### src/rtl/parking_gate_occupancy_if.sv
// Gate-side bus of the parking lot occupancy tracker: gate requests and sensor in,
// occupancy status, gate control and event pulses out.
interface parking_gate_occupancy_if #(
    parameter int CNT_W = 4
);
    // Handshake: entry_req/exit_req are levels held by the requester. They are accepted
    // only while the gate is closed. gate_open (with gate_dir) acknowledges acceptance.
    // car_passed is a one-cycle sensor pulse that completes the passage and is ignored
    // while the gate is closed. Exactly one of done/timeout pulses when the gate closes.
    // entry_denied/exit_denied pulse instead of gate_open when the lot cannot serve the request.
    logic             entry_req;
    logic             exit_req;
    logic             car_passed;
    logic [CNT_W-1:0] parked;
    logic [CNT_W-1:0] empty;
    logic             full;
    logic             vacant;
    logic             gate_open;
    logic             gate_dir;
    logic             done;
    logic             timeout;
    logic             entry_denied;
    logic             exit_denied;
    logic [1:0]       fsm_state;

    modport master (
        output entry_req, exit_req, car_passed,
        input  parked, empty, full, vacant, gate_open, gate_dir,
        input  done, timeout, entry_denied, exit_denied, fsm_state
    );

    modport slave (
        input  entry_req, exit_req, car_passed,
        output parked, empty, full, vacant, gate_open, gate_dir,
        output done, timeout, entry_denied, exit_denied, fsm_state
    );
endinterface

### src/rtl/parking_gate_occupancy.sv
// Parking lot occupancy counter with an entry/exit gate FSM. A car is counted only
// once the gate sensor confirms its passage. Unused openings close on a timer.
module parking_gate_occupancy #(
    parameter int CAPACITY     = 8,
    parameter int CNT_W        = 4,
    parameter int GATE_TIMEOUT = 16,
    parameter int TMR_W        = 5
) (
    input logic                    clk,
    input logic                    rst_n,
    parking_gate_occupancy_if.slave bus
);
    localparam logic [1:0] IDLE       = 2'd0;
    localparam logic [1:0] ENTRY_OPEN = 2'd1;
    localparam logic [1:0] EXIT_OPEN  = 2'd2;

    localparam logic [CNT_W-1:0] CAP_C    = CNT_W'(CAPACITY);
    localparam logic [TMR_W-1:0] TMR_LAST = TMR_W'(GATE_TIMEOUT - 1);

    logic [1:0]       state_q, state_nxt;
    logic [CNT_W-1:0] parked_q, parked_nxt;
    logic [TMR_W-1:0] timer_q, timer_nxt;
    logic             gate_open_q, gate_open_nxt;
    logic             gate_dir_q, gate_dir_nxt;
    logic             done_q, done_nxt;
    logic             timeout_q, timeout_nxt;
    logic             entry_denied_q, entry_denied_nxt;
    logic             exit_denied_q, exit_denied_nxt;
    logic             lot_full;
    logic             lot_vacant;

    assign lot_full   = (parked_q == CAP_C);
    assign lot_vacant = (parked_q == '0);

    always_comb begin
        state_nxt        = state_q;
        parked_nxt       = parked_q;
        timer_nxt        = timer_q;
        gate_open_nxt    = gate_open_q;
        gate_dir_nxt     = gate_dir_q;
        done_nxt         = 1'b0;
        timeout_nxt      = 1'b0;
        entry_denied_nxt = 1'b0;
        exit_denied_nxt  = 1'b0;

        case (state_q)
            IDLE: begin
                // Exit wins a tie: it frees a space, so it can never be refused by a full lot.
                if (bus.exit_req) begin
                    if (!lot_vacant) begin
                        state_nxt     = EXIT_OPEN;
                        timer_nxt     = '0;
                        gate_open_nxt = 1'b1;
                        gate_dir_nxt  = 1'b0;
                    end else begin
                        exit_denied_nxt = 1'b1;
                    end
                end else if (bus.entry_req) begin
                    if (!lot_full) begin
                        state_nxt     = ENTRY_OPEN;
                        timer_nxt     = '0;
                        gate_open_nxt = 1'b1;
                        gate_dir_nxt  = 1'b1;
                    end else begin
                        entry_denied_nxt = 1'b1;
                    end
                end
            end

            ENTRY_OPEN, EXIT_OPEN: begin
                // A passage on the last timer cycle still counts; the sensor outranks expiry.
                if (bus.car_passed) begin
                    if (state_q == ENTRY_OPEN) begin
                        parked_nxt = parked_q + CNT_W'(1);
                    end else begin
                        parked_nxt = parked_q - CNT_W'(1);
                    end
                    done_nxt      = 1'b1;
                    state_nxt     = IDLE;
                    gate_open_nxt = 1'b0;
                end else if (timer_q == TMR_LAST) begin
                    timeout_nxt   = 1'b1;
                    state_nxt     = IDLE;
                    gate_open_nxt = 1'b0;
                end else begin
                    timer_nxt = timer_q + TMR_W'(1);
                end
            end

            default: begin
                state_nxt     = IDLE;
                gate_open_nxt = 1'b0;
            end
        endcase
    end

    always_ff @(posedge clk or negedge rst_n) begin
        if (!rst_n) begin
            state_q        <= IDLE;
            parked_q       <= '0;
            timer_q        <= '0;
            gate_open_q    <= 1'b0;
            gate_dir_q     <= 1'b0;
            done_q         <= 1'b0;
            timeout_q      <= 1'b0;
            entry_denied_q <= 1'b0;
            exit_denied_q  <= 1'b0;
        end else begin
            state_q        <= state_nxt;
            parked_q       <= parked_nxt;
            timer_q        <= timer_nxt;
            gate_open_q    <= gate_open_nxt;
            gate_dir_q     <= gate_dir_nxt;
            done_q         <= done_nxt;
            timeout_q      <= timeout_nxt;
            entry_denied_q <= entry_denied_nxt;
            exit_denied_q  <= exit_denied_nxt;
        end
    end

    assign bus.parked       = parked_q;
    assign bus.empty        = CAP_C - parked_q;
    assign bus.full         = lot_full;
    assign bus.vacant       = lot_vacant;
    assign bus.gate_open    = gate_open_q;
    assign bus.gate_dir     = gate_dir_q;
    assign bus.done         = done_q;
    assign bus.timeout      = timeout_q;
    assign bus.entry_denied = entry_denied_q;
    assign bus.exit_denied  = exit_denied_q;
    assign bus.fsm_state    = state_q;
endmodule

### src/flat_wrapper.sv
// flat-port wrapper written by rule: the top's interface ports become plain ports
module parking_gate_occupancy_flat 
#(
    parameter int CAPACITY     = 8,
    parameter int CNT_W        = 4,
    parameter int GATE_TIMEOUT = 16,
    parameter int TMR_W        = 5
)
  (clk, rst_n, bus_entry_req, bus_exit_req, bus_car_passed, bus_parked, bus_empty, bus_full, bus_vacant, bus_gate_open, bus_gate_dir, bus_done, bus_timeout, bus_entry_denied, bus_exit_denied, bus_fsm_state);
  parking_gate_occupancy_if #(.CNT_W(CNT_W)) bus_i ();
  input logic clk;
  input logic rst_n;
  input wire logic [$bits(bus_i.entry_req)-1:0] bus_entry_req;
  input wire logic [$bits(bus_i.exit_req)-1:0] bus_exit_req;
  input wire logic [$bits(bus_i.car_passed)-1:0] bus_car_passed;
  output wire logic [$bits(bus_i.parked)-1:0] bus_parked;
  output wire logic [$bits(bus_i.empty)-1:0] bus_empty;
  output wire logic [$bits(bus_i.full)-1:0] bus_full;
  output wire logic [$bits(bus_i.vacant)-1:0] bus_vacant;
  output wire logic [$bits(bus_i.gate_open)-1:0] bus_gate_open;
  output wire logic [$bits(bus_i.gate_dir)-1:0] bus_gate_dir;
  output wire logic [$bits(bus_i.done)-1:0] bus_done;
  output wire logic [$bits(bus_i.timeout)-1:0] bus_timeout;
  output wire logic [$bits(bus_i.entry_denied)-1:0] bus_entry_denied;
  output wire logic [$bits(bus_i.exit_denied)-1:0] bus_exit_denied;
  output wire logic [$bits(bus_i.fsm_state)-1:0] bus_fsm_state;
  assign bus_i.entry_req = bus_entry_req;
  assign bus_i.exit_req = bus_exit_req;
  assign bus_i.car_passed = bus_car_passed;
  assign bus_parked = bus_i.parked;
  assign bus_empty = bus_i.empty;
  assign bus_full = bus_i.full;
  assign bus_vacant = bus_i.vacant;
  assign bus_gate_open = bus_i.gate_open;
  assign bus_gate_dir = bus_i.gate_dir;
  assign bus_done = bus_i.done;
  assign bus_timeout = bus_i.timeout;
  assign bus_entry_denied = bus_i.entry_denied;
  assign bus_exit_denied = bus_i.exit_denied;
  assign bus_fsm_state = bus_i.fsm_state;
  parking_gate_occupancy #(.CAPACITY(CAPACITY), .CNT_W(CNT_W), .GATE_TIMEOUT(GATE_TIMEOUT), .TMR_W(TMR_W)) u_core (.clk(clk), .rst_n(rst_n), .bus(bus_i));
endmodule
### config.mk
export PLATFORM = sky130hd
export DESIGN_NAME = parking_gate_occupancy_flat
export DESIGN_NICKNAME = d
export VERILOG_FILES = /design/src/rtl/parking_gate_occupancy_if.sv /design/src/rtl/parking_gate_occupancy.sv /design/src/flat_wrapper.sv
export SDC_FILE = /design/constraint.sdc
export NUM_CORES = 1
export LEC_CHECK = 0
export CORE_MARGIN = 2
export CORE_UTILIZATION = 45
export DETAILED_ROUTE_END_ITERATION = 8
export PLACE_DENSITY = 0.72
export SYNTH_ARGS = -nofsm -noshare
export SYNTH_HDL_FRONTEND = slang
export SYNTH_SLANG_ARGS = --single-unit
### constraint.sdc
create_clock -name clk -period 1.9 [get_ports clk]
set_input_delay 0.38 -clock clk [delete_from_list [all_inputs] [get_ports clk]]
set_output_delay 0.38 -clock clk [all_outputs]
set_load 0.005 [all_outputs]
==> key figures <==
Power
  – PwrDens: 1660 mW/mm^2
  – Lkg Pwr: 0.000743 uW
  – Worst vdd rail ir drop: 1300 uV

Worst setup path
  – Crit path capture type: register
  – Worst Path Class, Setup: in -> reg
  – Crit Path Max Fanout: 4
  – Worst endpoint required time: 2.08 ns
  – Arr. time, crit path: 2.04 ns
  – Startpoint types: primary input

Outcome
  – Status: finished clean

Timing
  – Post-route clock period utilization: 0.975
  – Slew headroom: 0.713
  – RSZ-0062 raised after global routing: true
  – Max Slew Vio Count: 0
  – Minimum clock period: 1.85 ns
  – Worst Skew: 0.00265 ns
  – Fmax: 540 MHz
  – Fin. Hold Viols: 0
  – Worst-Margin Slew: 0.424 ns
  – # setup viols final: 0

Logic synthesis
  – Syn Area/Cell: 9.63 um^2
  – Synth Net Count: 126
  – Post-synth EDFFs: 0
  – Synth top area cells: dfrtp_1, ha_1, nor3_1
  – Top cell type by total area after synthesis: dfrtp_1
  – Area share of the largest cell type after synthesis: 0.394
  – Most frequent cells after synthesis: dfrtp_1, nand2_1, inv_1, nor3_1, ha_1
  – FFs w/ async S/R, synth: 1.00
  – Mapped Area: 0.00108 mm^2
  – Sequential element share of the synthesized area: 0.394
  – Synth unique cells: 34
  – Synth warn: 0
  – Mapped Cells: 112
  – Yosys reg bits: 17
  – Synth Flop Type: dfrtp_1
  – Most instantiated library cell after synthesis: dfrtp_1

Cells and area
  – Syn-to-layout area delta: 53.2%
  – Core Util, Final: 0.740
  – Filler instances: 161
  – Layout cells sized above 1: 0.350
  – Post-route cell area: 0.00165 mm^2
  – Final nets: 178
  – Ant. Diodes: 0

Floorplan
  – Top-Level Pins: 23
  – Die X: 53.0 um
  – Full die area: 0.00280 mm^2
  – Core Region: 0.00223 mm^2
  – Die Ht: 53.0 um
  – Rows: 17
  – Initial Util: 0.483

Routing
  – Via/cell ratio: 5.60
  – Mean routed wirelength per cell: 15.0 um
  – Initial DRC count: 24
  – Final WL: 2.86 mm
  – DRT antenna net count: 0
  – Drt drc: 0
  – Pre-antenna DRT Iters: 4
  – Routed via count: 1070

Clock network
  – CTS tree: built
  – Num CTS Buffers: 3
  – Clock Sinks: 17
  – Worst skew pair latency: 0.29 ns
  – Clock transition at path regs: 0.10 ns
  – H-tree lvl count: 1
  – Hold Buf Count CTS: 0
  – Clk buf depth: 2
  – Clk root buf: clkbuf_4

Global route
  – Total GRT Usage: 0.227
  – Grt total ovfl: 0
  – Vias in the first global route: 1003
  – Largest net degree at the start of global routing: 18
  – Initial antenna violation count: 0
  – First-pass GRT wire length: 4.63 mm

Hold path
  – Hold crit path type: in -> async

Job
  – Max-cap viol count: 0

Place
  – Hpwl dp: 1.95 mm
  – Dpl cell area: 0.00150 mm^2
  – I/O Buffers: 22
  – Placer Congestion: 0.816
## kinds of logic after synthesis
family,count (synthesis),synth area share
DFF,17,0.394
adders and majority gates,9,0.111
AOI/OAI and AO/OA,27,0.183
and+or+nand+nor,40,0.210
xor gates and xnor gates,4,0.0325
buffers and inverters,13,0.0499
muxes,2,0.0186
## power breakdown
part | switching, uW | leakage (uW) | internal (uW) | total, uW
clock network | 121 | 0.0000177 | 78.4 | 199
registers | 77.4 | 0.000221 | 488 | 565
logic | 938 | 0.000504 | 1040 | 1970
total | 1140 | 0.000743 | 1600 | 2740
## sequential cells by signal, summed over array words and instances (netlist names)
signal and cells:
u_core.bus.gate_dir 1, u_core.timer_q 5, u_core.bus.gate_open 1, u_core.bus.entry_denied 1
u_core.bus.parked 4, u_core.bus.exit_denied 1, u_core.bus.timeout 1, u_core.bus.done 1
u_core.bus.fsm_state 2
## layout by cell type (no fill, tap or decap), drive strengths merged
cell	count
dfrtp	17
inv	9
xnor2	3
a21o	1
o221ai	1
clkdlybuf4s50	18
clkinv	1
nor4bb	2
a21oi	5
o2bb2ai	2
o31ai	2
mux2i	2
nand4	1
a221o	3
and3	3
and4b	1
clkbuf	4
ha	8
fa	1
nand2	12
nor3	9
nor2b	1
buf	30
a31oi	5
nor2	6
or3b	2
and3b	1
xor2	1
o21ai	6
nand3b	1
nor4	1
dlygate4sd2	1
a2111oi	1
clkdlybuf4s15	1
o22ai	1
## layout make-up
type / count / area (um^2) / area share
Clock inverter: 1 / 5.00 / 0.00303
Clock buffer: 3 / 22.5 / 0.0136
Multi-Input combinational cell: 82 / 704 / 0.426
Tap cell: 28 / 35.0 / 0.0212
Sequential cell: 17 / 425 / 0.257
Timing Repair Buffer: 51 / 427 / 0.258
Inverter: 9 / 33.8 / 0.0204
## final timing paths
kind / startpoint / to / slack, ns / cells after the start
worst max-delay path: bus_exit_req / u_core.timer_q[0] / 0.05 / 5
worst min-delay path: rst_n / u_core.bus.fsm_state[0] / 0.40 / 2
worst max register to register: u_core.timer_q[1] / u_core.bus.fsm_state[1] / 0.07 / 7
worst min register to register: u_core.bus.gate_dir / u_core.bus.gate_dir / 0.52 / 2
max in group asynchronous: rst_n / u_core.bus.parked[1] / 1.31 / 2
min in group clk: u_core.bus.gate_dir / u_core.bus.gate_dir / 0.52 / 2
## layer usage
layer	global-route usage	up-vias	wire (um)
li1	-	514	-
met1	0.302	508	1270
met2	0.371	44	1370
met3	0.0311	4	166
met4	0.0897	0	46
met5	0	-	0
## metrics by stage
stage                     setup WS, ns  hold WS, ns  setup TNS [ns]  power [uW]  cells
after CTS                     -0.00101        0.414        -0.00101        2580    186
after global routing           -0.0161        0.417         -0.0215        2960    191
after floorplan                 0.0115       0.0844               0        1480    112
after detailed placement        -0.152        0.509          -0.665        2310    182
after global placement         -0.0816        0.494          -0.367        2270    182
final                           0.0479        0.403               0        2740    191
## critical path, stage by stage
cell             delay (ns)
clkdlybuf4s50_1        0.60
nor4bb_2               0.42
o31ai_4                0.14
buf_4                  0.18
a221o_1                0.32
## repair_timing
action	in CTS	in global routing
setup endpoints to repair	9	10
pin swaps	3	12
gates resized for setup	21	12
buffers inserted	0	5
Note: power is estimated with default switching activity, not from simulation.
